[src/rtl/bist_result_tx.sv]
// End-of-run BIST result transmitter: snapshots the error and fault counts on START
// and sends them as a SYNC-framed, XOR-checksummed byte packet over valid/ready.
module bist_result_tx #(
   parameter int          ERR_BITS = 12,
   parameter int          TOT_BITS = 12,
   parameter logic [7:0]  SYNC     = 8'hA5
) (
   input  logic                clk,
   input  logic                rst,
   input  logic                START,
   input  logic [ERR_BITS-1:0] ERR_COUNT,
   input  logic [TOT_BITS-1:0] ERR_TOTAL,
   output logic [7:0]          TX_DATA,
   output logic                TX_VALID,
   input  logic                TX_READY,
   output logic                BUSY,
   output logic                DONE
);

   localparam int NE      = (ERR_BITS + 7) / 8;
   localparam int NT      = (TOT_BITS + 7) / 8;
   localparam int L       = 2 + NE + NT;
   localparam int IDX_W   = $clog2(L);
   localparam int ERR_PAD = 8 * NE;
   localparam int TOT_PAD = 8 * NT;

   localparam logic [0:0] S_IDLE = 1'b0;
   localparam logic [0:0] S_SEND = 1'b1;

   // Handshake: a byte moves on any rising edge where TX_VALID and TX_READY are both 1.
   // TX_DATA and TX_VALID are held steady until that edge; only rst may withdraw them.

   logic [0:0]         state;
   logic [IDX_W-1:0]   idx;
   logic [IDX_W-1:0]   idx_nxt;
   logic [7:0]         chk;
   logic [7:0]         byte_nxt;
   logic [ERR_PAD-1:0] err_snap;
   logic [TOT_PAD-1:0] tot_snap;
   logic               xfer;

   assign xfer    = (state == S_SEND) && TX_VALID && TX_READY;
   assign idx_nxt = idx + IDX_W'(1);

   // The byte that follows the one now on TX_DATA; the checksum folds in TX_DATA itself.
   always_comb begin
      byte_nxt = 8'h00;
      for (int j = 0; j < NE; j++) begin
         if (idx_nxt == IDX_W'(NE - j))
            byte_nxt = err_snap[8*j +: 8];
      end
      for (int j = 0; j < NT; j++) begin
         if (idx_nxt == IDX_W'(NE + NT - j))
            byte_nxt = tot_snap[8*j +: 8];
      end
      if (idx_nxt == IDX_W'(L - 1))
         byte_nxt = chk ^ TX_DATA;
   end

   always_ff @(posedge clk) begin
      if (rst) begin
         state    <= S_IDLE;
         idx      <= '0;
         chk      <= 8'h00;
         err_snap <= '0;
         tot_snap <= '0;
         TX_DATA  <= 8'h00;
         TX_VALID <= 1'b0;
         BUSY     <= 1'b0;
         DONE     <= 1'b0;
      end else begin
         DONE <= 1'b0;
         case (state)
            S_IDLE: begin
               if (START) begin
                  err_snap <= ERR_PAD'(ERR_COUNT);
                  tot_snap <= TOT_PAD'(ERR_TOTAL);
                  idx      <= '0;
                  chk      <= 8'h00;
                  TX_DATA  <= SYNC;
                  TX_VALID <= 1'b1;
                  BUSY     <= 1'b1;
                  state    <= S_SEND;
               end
            end
            S_SEND: begin
               if (xfer) begin
                  chk <= chk ^ TX_DATA;
                  if (idx == IDX_W'(L - 1)) begin
                     idx      <= '0;
                     TX_DATA  <= 8'h00;
                     TX_VALID <= 1'b0;
                     BUSY     <= 1'b0;
                     DONE     <= 1'b1;
                     state    <= S_IDLE;
                  end else begin
                     idx     <= idx_nxt;
                     TX_DATA <= byte_nxt;
                  end
               end
            end
            default: begin
               state    <= S_IDLE;
               TX_VALID <= 1'b0;
               BUSY     <= 1'b0;
            end
         endcase
      end
   end

endmodule
[config.mk]
export PLATFORM = sky130hd
export DESIGN_NAME = bist_result_tx
export DESIGN_NICKNAME = d
export VERILOG_FILES = /design/src/rtl/bist_result_tx.sv
export SDC_FILE = /design/constraint.sdc
export NUM_CORES = 1
export LEC_CHECK = 0
export BUFFER_PORTS_ARGS = -buffer_cell sky130_fd_sc_hd__buf_2
export CORE_UTILIZATION = 45
export DETAILED_ROUTE_END_ITERATION = 10
export GPL_TIMING_DRIVEN = 0
export PLACE_DENSITY_LB_ADDON = 0.05
export SLEW_MARGIN = 20
export SYNTH_ARGS = -nofsm -noshare
export SYNTH_HDL_FRONTEND = slang
export SYNTH_SLANG_ARGS = --single-unit
[constraint.sdc]
create_clock -name clk -period 3.2 [get_ports clk]
set_input_delay 0.32 -clock clk [delete_from_list [all_inputs] [get_ports clk]]
set_output_delay 0.32 -clock clk [all_outputs]
set_load 0.005 [all_outputs]
[After elaboration in Yosys (flattened, before gate mapping)]
Cells that the tools add are included.
Operators by class
  add/sub/neg operators: 1
  equality and inequality tests: 9
  multiplexer cells: 25
  bitwise logic cells: 3
  reductions and logical operators: 6
Operators with widths (count)
  8-bit 2-to-1 mux: 10
  8-bit one-hot mux with 2 select lines: 2
  3-bit == test, second input constant: 3
  3-bit 2-to-1 mux: 3
  8-bit bitwise XOR: 1
  1-bit 2-to-1 mux: 7
  3-bit by 2-bit == test with 1-bit output, second input constant: 2
  3-bit one-hot mux with 2 select lines: 1
  2-bit by 1-bit != test with 1-bit output, second input constant: 2
  1-bit one-hot mux with 2 select lines: 2
  2-bit AND reduction: 2
  3-bit by 1-bit adder with 3-bit output, second input constant: 1
  3-bit by 1-bit == test with 1-bit output, second input constant: 1
  3-bit AND reduction: 1
  3-bit OR reduction: 1
  1-bit logical AND: 2
  2-bit != test, second input constant: 1
  1-bit inverter: 2
Word-level totals
  bits in registers: 46
  bits of input ports: 28
  output and inout bits: 11
  logic and storage cells: 52

[Longest topological paths before layout]
Gate-level depths: netlist of run 1.
  depth after elaboration: 10
  depth in mapped cells: 6

[Least setup slack after synthesis of run 1]
Ideal clock, no wire load.
  path kind: reg-to-reg
  start: register idx[1]
  end: register TX_DATA[1]
  arrival time: 1.261 ns
  required time: 3.083 ns
  setup slack: 1.822 ns
  stages on the path, launching flop included: 6
  clock period less this slack: 1.378 ns
  cells stage by stage: dfxtp_1 buf_6 mux2_2 a22oi_1 o22ai_1 a22o_1
On the way
  cells in the longest elaborated chain, start to end: 10
RTL lines
  start: declaration: RTL line 34  | logic [IDX_W-1:0] idx;
  start signal: assignment: RTL line 97  | idx <= idx_nxt;
  3-bit by 1-bit adder with 3-bit output: RTL line 43  | assign idx_nxt = idx + IDX_W'(1);
  3-bit by 2-bit == test with 1-bit output: RTL line 49  | if (idx_nxt == IDX_W'(NE - j))
  8-bit 2-to-1 mux (2 in series): RTL line 49
  8-bit 2-to-1 mux (2 in series): RTL line 53  | if (idx_nxt == IDX_W'(NE + NT - j))
  8-bit 2-to-1 mux: RTL line 56  | if (idx_nxt == IDX_W'(L - 1))
  8-bit 2-to-1 mux *: RTL line 89  | if (idx == IDX_W'(L - 1)) begin
  8-bit 2-to-1 mux *: RTL line 87  | if (xfer) begin
  8-bit one-hot mux with 2 select lines *: RTL line 73  | case (state)
  end signal: assignment: RTL line 98  | TX_DATA <= byte_nxt;
  end: declaration: RTL line 13  | output logic [7:0] TX_DATA,
Every way passes the cells marked *; elsewhere a longest branch is shown, timed or not. The select of a mux whose other input is x is not followed.
A chain may end at the register's enable or synchronous reset.

[Worst setup path after layout of run 1]
Ends and elaborated chain as after synthesis.

==> results.cfg, run 1 <==
[outcome]
status = finished clean

[synth]
yosys_register_bits = 46
synthCells = 252
synth_area_leaders = dfxtp_1 (45%), a21oi_1 (10%), nand2_1 (9.0%)
yosys_warnings = 0
synthDistinctLibCells = 32
synth_commonest_cells = nand2_1 (49), dfxtp_1 (46), a21oi_1 (43)
synth-edff-count = 0
synth-async-reset-ratio = 0
avgSynthCellArea_um2 = 8.148
synth-seq-area-share = 0.4485
yosys.area.top_type_share = 0.4485
synth.largest_area_cell = dfxtp_1
synth_most_common_cell = nand2_1
yosys_most_used_dff = dfxtp_1
syn-num-nets = 280
synth_area_um2 = 2053

[worst_setup_path]
crit_type = flip-flop to flip-flop
worst-path-max-fanout = 10
start_kind = flip-flop
crit_start = idx[1]
rr_startpoint = idx[1]
required_ns = 3.41
path_cells = buf_6 -> mux2_2 -> a22oi_1 -> o22ai_1 -> a22o_1
cp_slowest_stage_delay_ns = 0.44
r2r_slack_ns = 1.59
critPathTopFamily = compound AO/OA/AOI/OAI gates
setup.worst_path.end_class = flip-flop
crit_slowest_cell = dfxtp_1
arrival_ns = 1.82
cp_num_buf_inv = 1

[global_routing]
grt_pass1_vias = 1692
track_usage = 0.2186
overflow = 0
antenna_found_initial = 0
use_met3 = 0.05959
grt_use_met1 = 0.3042
grt_max_degree = 14
top_usage_layer = met2
grt_use_met2 = 0.3323
grt_pass1_wl_mm = 8.204

[routing]
wire_per_inst_um = 13.87
ant_nets = 0
vias = 1815
drtIter0Drc = 75
drc = 0
drtPass1Iterations = 4
via_per_inst = 5.216
totalWireLength_mm = 4.826

[floorplan]
die_y_um = 69.55
start_util = 0.4683
io_pins = 39
std_cell_rows = 24
die_area_um2 = 4837
design.core.area_um2 = 4384
fp.dieW_um = 69.55

[sta]
fmax_mhz = 620.9
tns_ns = 0
grt_setup_unrepaired = false
slew_headroom = 0.6171
setup_violations = 0
slew_viol_final = 0
period_needed_ns = 1.611
whs_ns = 0.2332
worst_pin_slew_ns = 0.5744
fin_crit_sh = 0.5033
finalHoldViolations = 0
fin_skew_ns = 0.005938

[finish]
diodes = 0
drive_gt1_frac = 0.2162
fillerInstances = 446
nets = 324
area_growth_pct = 17.67

[clock_network]
cts_tree = built
clkLatencyLatePin_ns = 0.30
cts_made_buffers = 5
cts_root_buffer = clkbuf_8
cts_hold_buf = 0
clkTransAtPathRegs_ns = 0.08
clockBufferDepth = 2
htreeDepth = 2
post_cts_buffers = 0
cts_num_sinks = 46
post_cts_resized = 0

[worst_hold_path]
hp-class = input port to flip-flop
worstHoldStart = START

[pwr]
ir_worst_vdd_mv = 0.1934
power_density_nw_per_um2 = 485.1
leakagePower_nw = 0.9457

[placement]
gp_congestion = 0.7903
port_buffers = 37
hpwl_mm = 3.362

[run]
drv_cap = 0
-- registers in the layout, indices dropped and copies added, names as in the netlist --
name      count
BUSY          1
DONE          1
TX_DATA       8
chk           8
err_snap     12
idx           3
state         1
tot_snap     12
-- kinds of logic (layout without fill, tap and decap cells) --
group,Yosys count,count (layout),synth area share
simple gates,90,90,0.1962
compound gates,78,78,0.2212
flops,46,46,0.4485
buf+inv,22,66,0.05850
xor+xnor,8,8,0.03413
mux,8,8,0.04144
-- stage by stage --
stage               instance area [um2]  power (mW)  setup WS [ns]  utilization  cells
floorplan                          2053      0.6959          1.822            -    252
global placement                   2303      0.7422          1.553       0.5254    341
detailed placement                 2303      0.7436          1.575       0.5254    341
CTS                                2416       1.181          1.629       0.5511    348
global route                       2416       1.222          1.408       0.5511    348
finish                             2416       1.172          1.589       0.5511    348
-- layer usage --
metal	vias to the layer above	wire length [um]
li1	954	-
met1	804	2461
met2	52	2085
met3	5	237
met4	0	41
met5	-	0
-- worst register-to-register path: stages, from the launching register on --
cell	delay, ns
dfxtp_1	0.44
buf_6	0.20
mux2_2	0.35
a22oi_1	0.21
o22ai_1	0.12
a22o_1	0.19
-- where the power goes --
part           total [mW]  switching [mW]  internal [mW]
Clock               0.442           0.192          0.250
Sequential          0.613          0.0169          0.596
Combinational       0.117          0.0672         0.0500
-- worst paths after layout --
kind	endpoint	cells after the start
max	TX_DATA[1]	5
min	state	2
max reg2reg	TX_DATA[1]	5
min reg2reg	err_snap[5]	2
-- area by class of cell --
cell class                      instances  area (um2)  share of cell area
Buffer                                 22       120.1             0.04972
Clock buffer                            6       82.58             0.03418
Clock inverter                          1       30.03             0.01243
Multi-Input combinational cell        184        1012              0.4190
Sequential cell                        46       920.9              0.3811
Tap cell                               52       65.06             0.02693
Timing Repair Buffer                   37       185.2             0.07664
-- placed cells by master (no fill, tap or decap), drive strengths merged --
master	netlist	routed
a22oi	6	6
nand2b	2	2
nand3b	8	8
dfxtp	46	46
o32ai	2	2
buf	14	51
o22ai	6	6
clkbuf	8	14
o21ai	11	11
nor3	3	3
mux2i	4	4
a31oi	3	3
a21oi	43	43
a22o	2	2
o22a	2	2
nand3	4	4
o21a	2	2
and2b	1	1
nor2	19	19
bufinv	0	1
a211o	1	1
xor2	2	2
and3	1	1
nor2b	2	2
mux2	4	4
or3b	1	1
xnor2	6	6
nand2	49	49
Note: power is estimated with default switching activity, not from simulation.
==> inputs of run 2 (changes only) <==
Clock period 3.2 ns to 1.4 ns, I/O delays scaled along.
==> results.cfg, run 2 (synthesis results as in run 1) <==
[finish]
reg_top3 = err_snap x12, tot_snap x12
stdcell_area_um2 = 2522
layout_common_cells = nand2_1 (49), dfxtp_1 (43), a21oi_1 (42)
area_growth_pct = 22.85
nets = 323
drive_gt1_frac = 0.2780
utilization = 0.5753
diodes = 0
final_common_cell = nand2_1

[clock_network]
clkLatencyLatePin_ns = 0.30
htreeDepth = 2
cts_num_sinks = 46
clkTransAtPathRegs_ns = 0.08
clockBufferDepth = 2
cts_made_buffers = 5
cts_root_buffer = clkbuf_8
cts_tree = built

[placement]
gp_congestion = 0.7903
hpwl_mm = 3.362
dpl_cell_area_um2 = 2303
port_buffers = 37

[pwr]
leakagePower_nw = 0.9855
pwr-share-seq = 0.519
power_density_nw_per_um2 = 1072
combPwrFrac = 0.108
switching_share = 0.2371
p_int_mw = 2.063
ir_worst_vdd_mv = 0.4399
p_sw_mw = 0.6412
clkPwrFrac = 0.373

[worst_setup_path]
setup.worst_path.end_class = flip-flop
crit_type = flip-flop to flip-flop
cp_slowest_stage_delay_ns = 0.39
start_kind = flip-flop
critPathTopFamily = compound AO/OA/AOI/OAI gates
worst-path-max-fanout = 5
cp_num_buf_inv = 1
crit_slowest_cell = dfxtp_4
path_cells = buf_8 -> mux2_2 -> a22oi_2 -> o22ai_1 -> a22o_1
required_ns = 1.60
arrival_ns = 1.60

[routing]
drtIter0Drc = 66
drtPass1Iterations = 4
wire_per_inst_um = 14.00
vias = 1786
drc = 0
via_per_inst = 5.147
ant_nets = 0
totalWireLength_mm = 4.859

[sta]
tns_ns = 0
finalHoldViolations = 0
slew_viol_final = 0
fmax_mhz = 716.6
worst_pin_slew_ns = 0.5887
slew_headroom = 0.6075
setup_violations = 0
fin_skew_ns = 0.003545
period_needed_ns = 1.395
grt_setup_unrepaired = true
fin_crit_sh = 0.9968

[floorplan]
die_y_um = 69.55
die_area_um2 = 4837
start_util = 0.4683
fp.dieW_um = 69.55
design.core.area_um2 = 4384
io_pins = 39
std_cell_rows = 24

[global_routing]
grt_pass1_vias = 1707
antenna_found_initial = 0
grt_pass1_wl_mm = 8.252
grt_max_degree = 14
track_usage = 0.2195
overflow = 0

[worst_hold_path]
hp-class = input port to flip-flop

[run]
drv_cap = 0

[outcome]
status = finished clean
-- run 2: cell types whose count changed in the layout (fill, tap and decap cells not counted), sizes merged --
cell,previous run,this run
buf,51,50
-- run 2: worst register-to-register path, cell delays in order (launching register included) --
cell,delay (ns)
dfxtp_4,0.39
buf_8,0.12
mux2_2,0.34
a22oi_2,0.14
o22ai_1,0.11
a22o_1,0.20
-- run 2: path summary, 6_finish.rpt --
| kind | cells past startpoint | slack, ns | end | start |
|---|---|---|---|---|
| max reg2reg | 5 | 0.005 | TX_DATA[3] | idx[1] |
| min | 3 | 0.07 | tot_snap[9] | ERR_TOTAL[9] |
| max | 5 | 0.005 | TX_DATA[3] | idx[1] |
| min reg2reg | 2 | 0.46 | tot_snap[7] | tot_snap[7] |
-- run 2: final cells by class --
type | count | area [um2]
plain buffers | 20 | 138.9
clock buffers | 6 | 82.58
clock inverters | 1 | 30.03
fillers | 433 | 1862
multi-input cells | 184 | 1086
flip-flops and latches | 46 | 927.1
well taps | 52 | 65.06
repair buffers | 38 | 192.7
-- run 2: metal layers --
layer / share of wire / global-route usage / wire length (um)
met2: 0.44 / 0.3355 / 2149
met3: 0.034 / 0.05959 / 163
met1: 0.51 / 0.3042 / 2498
met5: 0 / 0 / 0
met4: 0.0099 / 0.06122 / 48
-- run 2: stage by stage --
step                total power, mW  cells  setup slack (ns)  hold slack [ns]
floorplan                     1.591    252           0.02244           0.2502
CTS                           2.702    348           0.01371          0.05384
finish                        2.704    347          0.004538          0.06502
global route                  2.819    347          -0.03755          0.06314
detailed placement            1.700    341           -0.1552           0.3706
global placement              1.696    341           -0.1465           0.3586
-- run 2: power groups by stage --
| stage | Sequential [mW] | Combinational, mW | Clock [mW] |
|---|---|---|---|
| after floorplan | 1.42 | 0.166 | 0 |
| after global placement | 1.43 | 0.266 | 0 |
| after detailed placement | 1.43 | 0.267 | 0 |
| after CTS | 1.40 | 0.275 | 1.03 |
| after global routing | 1.41 | 0.328 | 1.08 |
| final | 1.40 | 0.291 | 1.01 |
-- run 2: what timing repair did --
item | CTS | global route
setup endpoints to repair | 22 | 36
buffers inserted | 1 | 0
pin swaps | 0 | 1
gates resized for setup | 10 | 26
hold buffers | 0 | 0
